==> config.mk <==
export PLATFORM = sky130hd
export DESIGN_NAME = issue_queue
export DESIGN_NICKNAME = d
export VERILOG_FILES = /design/src/rtl/issue_queue_pkg.sv /design/src/rtl/issue_pair_check.sv /design/src/rtl/issue_queue.sv
export SDC_FILE = /design/constraint.sdc
export NUM_CORES = 1
export LEC_CHECK = 0
export CORE_MARGIN = 4
export CORE_UTILIZATION = 64
export CTS_CLUSTER_DIAMETER = 40
export DETAILED_ROUTE_END_ITERATION = 12
export PLACE_DENSITY = 0.87
export SKIP_CTS_REPAIR_TIMING = 1
export SYNTH_ARGS = -nofsm -noshare
export SYNTH_HDL_FRONTEND = slang
export SYNTH_HIERARCHICAL = 1
export SYNTH_SLANG_ARGS = --single-unit
==> constraint.sdc <==
create_clock -name clk -period 17.7 [get_ports clk]
set_input_delay 2.655 -clock clk [delete_from_list [all_inputs] [get_ports clk]]
set_output_delay 2.655 -clock clk [all_outputs]
set_load 0.02 [all_outputs]
==> src/rtl/issue_queue_pkg.sv <==
// Shared types for the decode -> issue path: the decoded instruction record
// carried between stages and the inst_type code of a simple ALU op.
package issue_queue_pkg;

  // Simple ALU instructions are the only type that may occupy pipe A.
  localparam logic [9:0] ALU_TYPE_CODE = 10'h001;

  typedef struct packed {
    logic        o_valid;
    logic [31:0] pc;
    logic [31:0] inst;
    logic [9:0]  inst_type;
    logic [4:0]  rf_raddr1;
    logic [4:0]  rf_raddr2;
    logic [4:0]  rf_rd;
    logic        rf_we;
  } PC_set;

endpackage

==> src/rtl/issue_pair_check.sv <==
// Decides whether the second-oldest entry may issue alongside the oldest one.
// Blocks the pair on a RAW or WAW hazard through a non-zero destination, or
// when neither instruction is a simple ALU op (only one non-ALU pipe exists).
module issue_pair_check
  import issue_queue_pkg::*;
#(
  parameter logic [9:0] ALU_TYPE = ALU_TYPE_CODE
) (
  input  PC_set e1,
  input  PC_set e2,
  output logic  pair_ok
);

  logic raw;
  logic waw;
  logic structural;
  logic unused_fields;

  assign raw = e1.rf_we & (e1.rf_rd != 5'd0) &
               ((e1.rf_rd == e2.rf_raddr1) | (e1.rf_rd == e2.rf_raddr2));

  assign waw = e1.rf_we & e2.rf_we & (e1.rf_rd != 5'd0) & (e1.rf_rd == e2.rf_rd);

  assign structural = (e1.inst_type != ALU_TYPE) & (e2.inst_type != ALU_TYPE);

  assign pair_ok = ~(raw | waw | structural);

  // Fields that play no part in the pairing decision.
  assign unused_fields = ^{e1.o_valid, e1.pc, e1.inst, e1.rf_raddr1, e1.rf_raddr2,
                           e2.o_valid, e2.pc, e2.inst};

endmodule

==> src/rtl/issue_queue.sv <==
// Dual-issue instruction queue between decode and the issue/EX register.
// Accepts up to two entries per cycle (compacted at the tail), presents the two
// oldest entries to issue with pairing rules applied, and drives the regfile
// read addresses so the combinational regfile data lines up with i_set1/i_set2.
module issue_queue
  import issue_queue_pkg::*;
#(
  parameter int         DEPTH    = 8,
  parameter int         PTR_W    = $clog2(DEPTH),
  parameter logic [9:0] ALU_TYPE = ALU_TYPE_CODE
) (
  input  logic           clk,
  input  logic           rstn,
  input  PC_set          d_set1,
  input  PC_set          d_set2,
  output logic           d_ready,
  input  logic           flush_BR,
  input  logic           stall_DCache,
  output PC_set          i_set1,
  output PC_set          i_set2,
  output logic [4:0]     rf_raddr_a1,
  output logic [4:0]     rf_raddr_a2,
  output logic [4:0]     rf_raddr_b1,
  output logic [4:0]     rf_raddr_b2,
  output logic [PTR_W:0] q_count
);

  PC_set            mem [DEPTH];
  logic [PTR_W-1:0] head;
  logic [PTR_W-1:0] tail;
  logic [PTR_W:0]   count;

  PC_set            e1;
  PC_set            e2;
  logic             pair_ok;
  logic             v1;
  logic             v2;
  logic             push_ok;
  logic [1:0]       n_push;
  logic [1:0]       n_pop;
  logic [PTR_W-1:0] tail_2nd;

  // Ready depends on registered occupancy only, so decode sees no comb path
  // back from flush or stall.
  assign d_ready  = (count <= (PTR_W+1)'(DEPTH - 2));
  assign push_ok  = d_ready & ~flush_BR;
  assign n_push   = push_ok ? ({1'b0, d_set1.o_valid} + {1'b0, d_set2.o_valid}) : 2'd0;
  // A lone d_set2 lands at tail itself so the queue stays gap-free.
  assign tail_2nd = tail + PTR_W'(d_set1.o_valid);

  assign e1 = mem[head];
  assign e2 = mem[head + PTR_W'(1)];

  issue_pair_check #(
    .ALU_TYPE (ALU_TYPE)
  ) u_pair_check (
    .e1      (e1),
    .e2      (e2),
    .pair_ok (pair_ok)
  );

  assign v1    = (count != '0) & ~flush_BR;
  assign v2    = (count >= (PTR_W+1)'(2)) & ~flush_BR & pair_ok;
  assign n_pop = (~stall_DCache & ~flush_BR) ? ({1'b0, v1} + {1'b0, v2}) : 2'd0;

  // Issue slots: an invalid slot shows all-zero fields so nothing stale leaks downstream.
  always_comb begin
    i_set1 = '0;
    i_set2 = '0;
    if (v1) begin
      i_set1         = e1;
      i_set1.o_valid = 1'b1;
    end
    if (v2) begin
      i_set2         = e2;
      i_set2.o_valid = 1'b1;
    end
  end

  assign rf_raddr_a1 = i_set1.rf_raddr1;
  assign rf_raddr_a2 = i_set1.rf_raddr2;
  assign rf_raddr_b1 = i_set2.rf_raddr1;
  assign rf_raddr_b2 = i_set2.rf_raddr2;
  assign q_count     = count;

  // Entry storage: written in order at the tail, never reset.
  always_ff @(posedge clk) begin
    if (push_ok) begin
      if (d_set1.o_valid) mem[tail] <= d_set1;
      if (d_set2.o_valid) mem[tail_2nd] <= d_set2;
    end
  end

  // Pointers and occupancy; flush empties the queue and wins over stall.
  always_ff @(posedge clk or negedge rstn) begin
    if (!rstn) begin
      head  <= '0;
      tail  <= '0;
      count <= '0;
    end else if (flush_BR) begin
      head  <= '0;
      tail  <= '0;
      count <= '0;
    end else begin
      head  <= head + PTR_W'(n_pop);
      tail  <= tail + PTR_W'(n_push);
      count <= count + (PTR_W+1)'(n_push) - (PTR_W+1)'(n_pop);
    end
  end

endmodule

-- Word level (Yosys, flattened, before mapping)
Memories as Yosys holds them, arrays and structs flattened.
Cells that the tools add are included.
- flip-flop bits (word level): 10
- bits in latches: 0
- bits in writable memories: 728
- memory bits (read-only): 0
- input bits: 186
- output and inout bits: 207
- logic and storage cells: 51
- memories: 1
- memory list (memory ; words ; width ; rd ports ; clocked after Yosys merged registers in ; write ports ; line ; text):
    mem ; 8 ; 91 ; 2 ; 0 ; 2 ; issue_queue.sv:28 ; PC_set mem [DEPTH];
- add/subtract/negate cells: 8
- multiply operators: 0
- divide/modulo/power cells: 0
- magnitude comparators: 2
- equality and inequality tests: 5
- shift-type cells: 0
- muxes and demuxes: 13
- bitwise gates (word level): 17
- reduce and logical (&&, ||, !) cells: 2
- operators with widths (cell ; count):
    91-bit 2-to-1 mux ; 2
    10-bit by 1-bit inequality test with 1-bit output, second input constant ; 2
    5-bit equality test ; 3
    1-bit AND ; 11
    3-bit by 2-bit adder with 3-bit output ; 2
    1-bit 2-to-1 mux ; 6
    3-bit 2-to-1 mux ; 2
    5-bit nonzero test ; 1
    1-bit by 1-bit adder with 2-bit output ; 2
    4-bit by 2-bit adder with 4-bit output ; 1
    4-bit by 2-bit greater-or-equal comparator with 1-bit output, second input constant ; 1
    4-bit by 3-bit <= comparator with 1-bit output, second input constant ; 1
    2-bit 2-to-1 mux ; 2
    4-bit 2-to-1 mux ; 1
    4-bit nonzero test ; 1
    4-bit by 2-bit subtractor with 4-bit output ; 1
    3-bit by 1-bit adder with 3-bit output ; 1
    3-bit by 1-bit adder with 3-bit output, second input constant ; 1
    1-bit NOT ; 3
    1-bit OR ; 3

-- Depth between registers and ports, before layout
An unclocked memory read counts as a cell.
- depth after elaboration: 13
- mapped depth: 24
- gate-level depth less buffers: 22

-- Modules after synthesis
Netlist, hierarchy kept.
- by module, submodules not included (module ; times used ; cells an instance ; area each (sq um) ; seq. area each (sq um)):
    issue_queue ; 1 ; 3205 ; 44956.9 ; 22111.2
    issue_pair_check ; 1 ; 33 ; 237.7 ; 0.0

-- Least setup slack after synthesis
No wires, ideal clock.
- path kind: input-to-reg
- start point: input flush_BR
- end point: memory mem[5][0] (netlist name), enable pin
- library setup time: 0.674 ns
- data arrival time: 9.871 ns
- required time: 17.026 ns
- path slack: 7.155 ns
- stages on the path: 3
- buffers on the path: 0
- cells stage by stage: a211oi_1 > nand2_1 > o31ai_1
- RTL lines (what ; line ; text):
    start, declared ; issue_queue.sv:17 ; input logic flush_BR,
    end, declared ; issue_queue.sv:28 ;

==> out/results.txt <==
The flow ran to the end, and the final reports show no timing, DRC or antenna violations. Timing would allow up to 99.8 MHz. After floorplanning, the core was sized to cover 68800 um2. In this run the power density over the cells is 106 nW/um2.

The CTS sink count is 730. Setup violations remaining at the end of the flow were counted as 0. At the pin with the least slew margin, the transition time is 1.35 ns.

The number of input and output port buffers inserted came out at 392. IR analysis of the VDD net gives a maximum drop of 87.1 uV. During I/O placement, the number of pins put on the boundary was 393. The floorplan step set the die height to 272 um. The via count of the routed design was 31642; the post-CTS clock slew at the launch and capture registers of the worst setup and hold paths was 0.05 ns. The critical path endpoint category is an output port. After detailed routing, the number of remaining DRC violations is 0.

The logs give 73900 um2 for the die area and 15.05 ns for the required time at the worst-slack endpoint. The path class of the tightest hold or removal check is reg -> reg. The area growth from synthesis to layout is 17.9%. The detailed-routing iteration count for the pre-antenna-repair pass is 5, and the maximum number of pins on one net before global-route repair is 173. The logs give 3832 for the initial DRC count and 52500 um2 for the post-route cell area. STA puts the critical path data arrival time at 7.36 ns. The first global-routing pass estimated 205 mm of wire. Worst slew slack as a fraction of its limit: 0.0977. The tools report the maximum root-to-sink buffer count as 3. After global routing the overflow that remains totals 0. The maximum fanout along the worst path was 73. The number of nets still failing antenna checks after routing is 0. The fraction of layout cells with a size suffix above 1 works out to 0.379. The via count of the first global-routing pass is 33609. The logs give 48600 um2 for the area of placed instances and 3 for the H-tree depth. The die span in x is 272 um.

Synthesized netlist net count: 3353. The tools report the number of maximum-capacitance violations as 0. For the gate count after technology mapping, the log shows 3150. The run gives 96 as the row count. Type of the worst setup path: reg -> out. The final net count came out at 3626. The cell sitting at the root of the clock tree is a clkbuf_16. The final period utilization is 0.566.

The worst clock skew was 0.0339 ns; the HPWL after detailed placement was 76.6 mm. Summed over all cells, the static leakage comes to 0.0168 uW. Synthesized cell area: 44500 um2. Clock latency on the worst-skew pair, taken at its later pin, is 0.68 ns.

The Yosys step of the flow raised 6 warnings. Averaged over all synthesized cells, the footprint is 14.1 um2. TritonCTS built the clock tree.

The tools report the final wirelength as 140 mm. The last weighted congestion value of the routability-driven placer is 0.826. The initial antenna violation count was 34; the mean routed wirelength per cell was 31.3 um. The final hold violation count was 0. The final setup TNS was 0 ns. For the starting utilization of the core area, the log shows 0.647. Global-route usage over all layers: 0.366. Setup repair after global routing left no endpoint under its margin. The critical path startpoint category was a flip-flop.

Using the TritonRoute via totals, the vias-per-cell ratio works out to 7.08. The logs give 0 for the number of max-slew violations in the final report and 109 for the CTS buffer count. Counting I/O delays and the setup requirement, the final critical path takes 10.02 ns.
## cell type report
cell class / instances / area, um2
Timing Repair Buffer: 443 / 4340
Clock inverter: 79 / 1030
Inverter: 14 / 53.8
Tap cell: 931 / 1160
Multi-Input combinational cell: 2125 / 21200
Fill cell: 4061 / 16300
Sequential cell: 730 / 21900
Clock buffer: 122 / 2820
Antenna cell: 23 / 57.6
## final timing paths
path | startpoint | to | slack (ns) | cells past startpoint
max in group asynchronous | rstn | head[1] | 14.99 | 1
min | tail[0] | tail[0] | 0.70 | 2
max reg2reg | head[0] | q_count[3] | 9.88 | 23
min reg2reg | tail[0] | tail[0] | 0.70 | 2
min in group asynchronous | rstn | tail[1] | 2.33 | 1
max | head[0] | i_set2[39] | 7.68 | 15
## sequential cells by signal, summed over array words and instances (netlist names)
| name | count |
|---|---|
| mem | 720 |
| head | 3 |
| q_count | 4 |
| tail | 3 |
## metrics by stage
step           cells  power (uW)  setup WS, ns  utilization  hold slack [ns]
3_5_place_dp    4243        3280          8.59        0.706            0.672
6_report        4467        5540          7.68        0.763            0.696
5_1_grt         4459        5690          7.58        0.762            0.775
2_1_floorplan   3150        2860          7.23            -            0.616
3_3_place_gp    4243        3240          8.82        0.706            0.658
4_1_cts         4444        5530          7.89        0.762            0.689
## report_power, final
| group | internal [uW] | switching (uW) | total (uW) | leakage, uW |
|---|---|---|---|---|
| Combinational | 542 | 670 | 1210 | 0.00832 |
| Sequential | 2020 | 45.6 | 2070 | 0.00665 |
| Clock | 1420 | 841 | 2260 | 0.00185 |
## metal layers
layer,global-route usage,share of wire,vias up
met5,0,0.0013,-
met4,0.190,0.048,26
met3,0.0820,0.11,456
met2,0.596,0.48,2119
met1,0.460,0.36,15929
li1,-,-,13112
## worst max-delay path, cell delays in order, from the launching register on
cell	delay (ns)
dfrtp_1	0.91
ha_4	1.05
buf_4	0.96
mux2_2	0.42
o22ai_1	0.19
nor2_1	0.11
xor2_1	0.16
nor4_1	0.37
nand3_1	0.15
a31oi_1	0.21
a21oi_2	0.05
nand3b_1	0.15
buf_4	0.56
inv_1	0.34
and4b_1	0.31
clkdlybuf4s50_1	0.63
## cells in the final DEF, fill, tap and decap left out, types with 18 or more instances in the layout
| cell | n |
|---|---|
| and2_1 | 92 |
| bufinv_16 | 18 |
| diode_2 | 23 |
| nor3_1 | 87 |
| buf_4 | 48 |
| clkbuf_16 | 111 |
| a221oi_2 | 67 |
| edfxtp_1 | 720 |
| a221oi_1 | 23 |
| mux2_1 | 78 |
| a22o_1 | 88 |
| clkdlybuf4s50_1 | 392 |
| mux2i_1 | 363 |
| nor2_1 | 35 |
| o22ai_1 | 177 |
| mux2_2 | 996 |
Note: power is estimated with default switching activity, not from simulation.
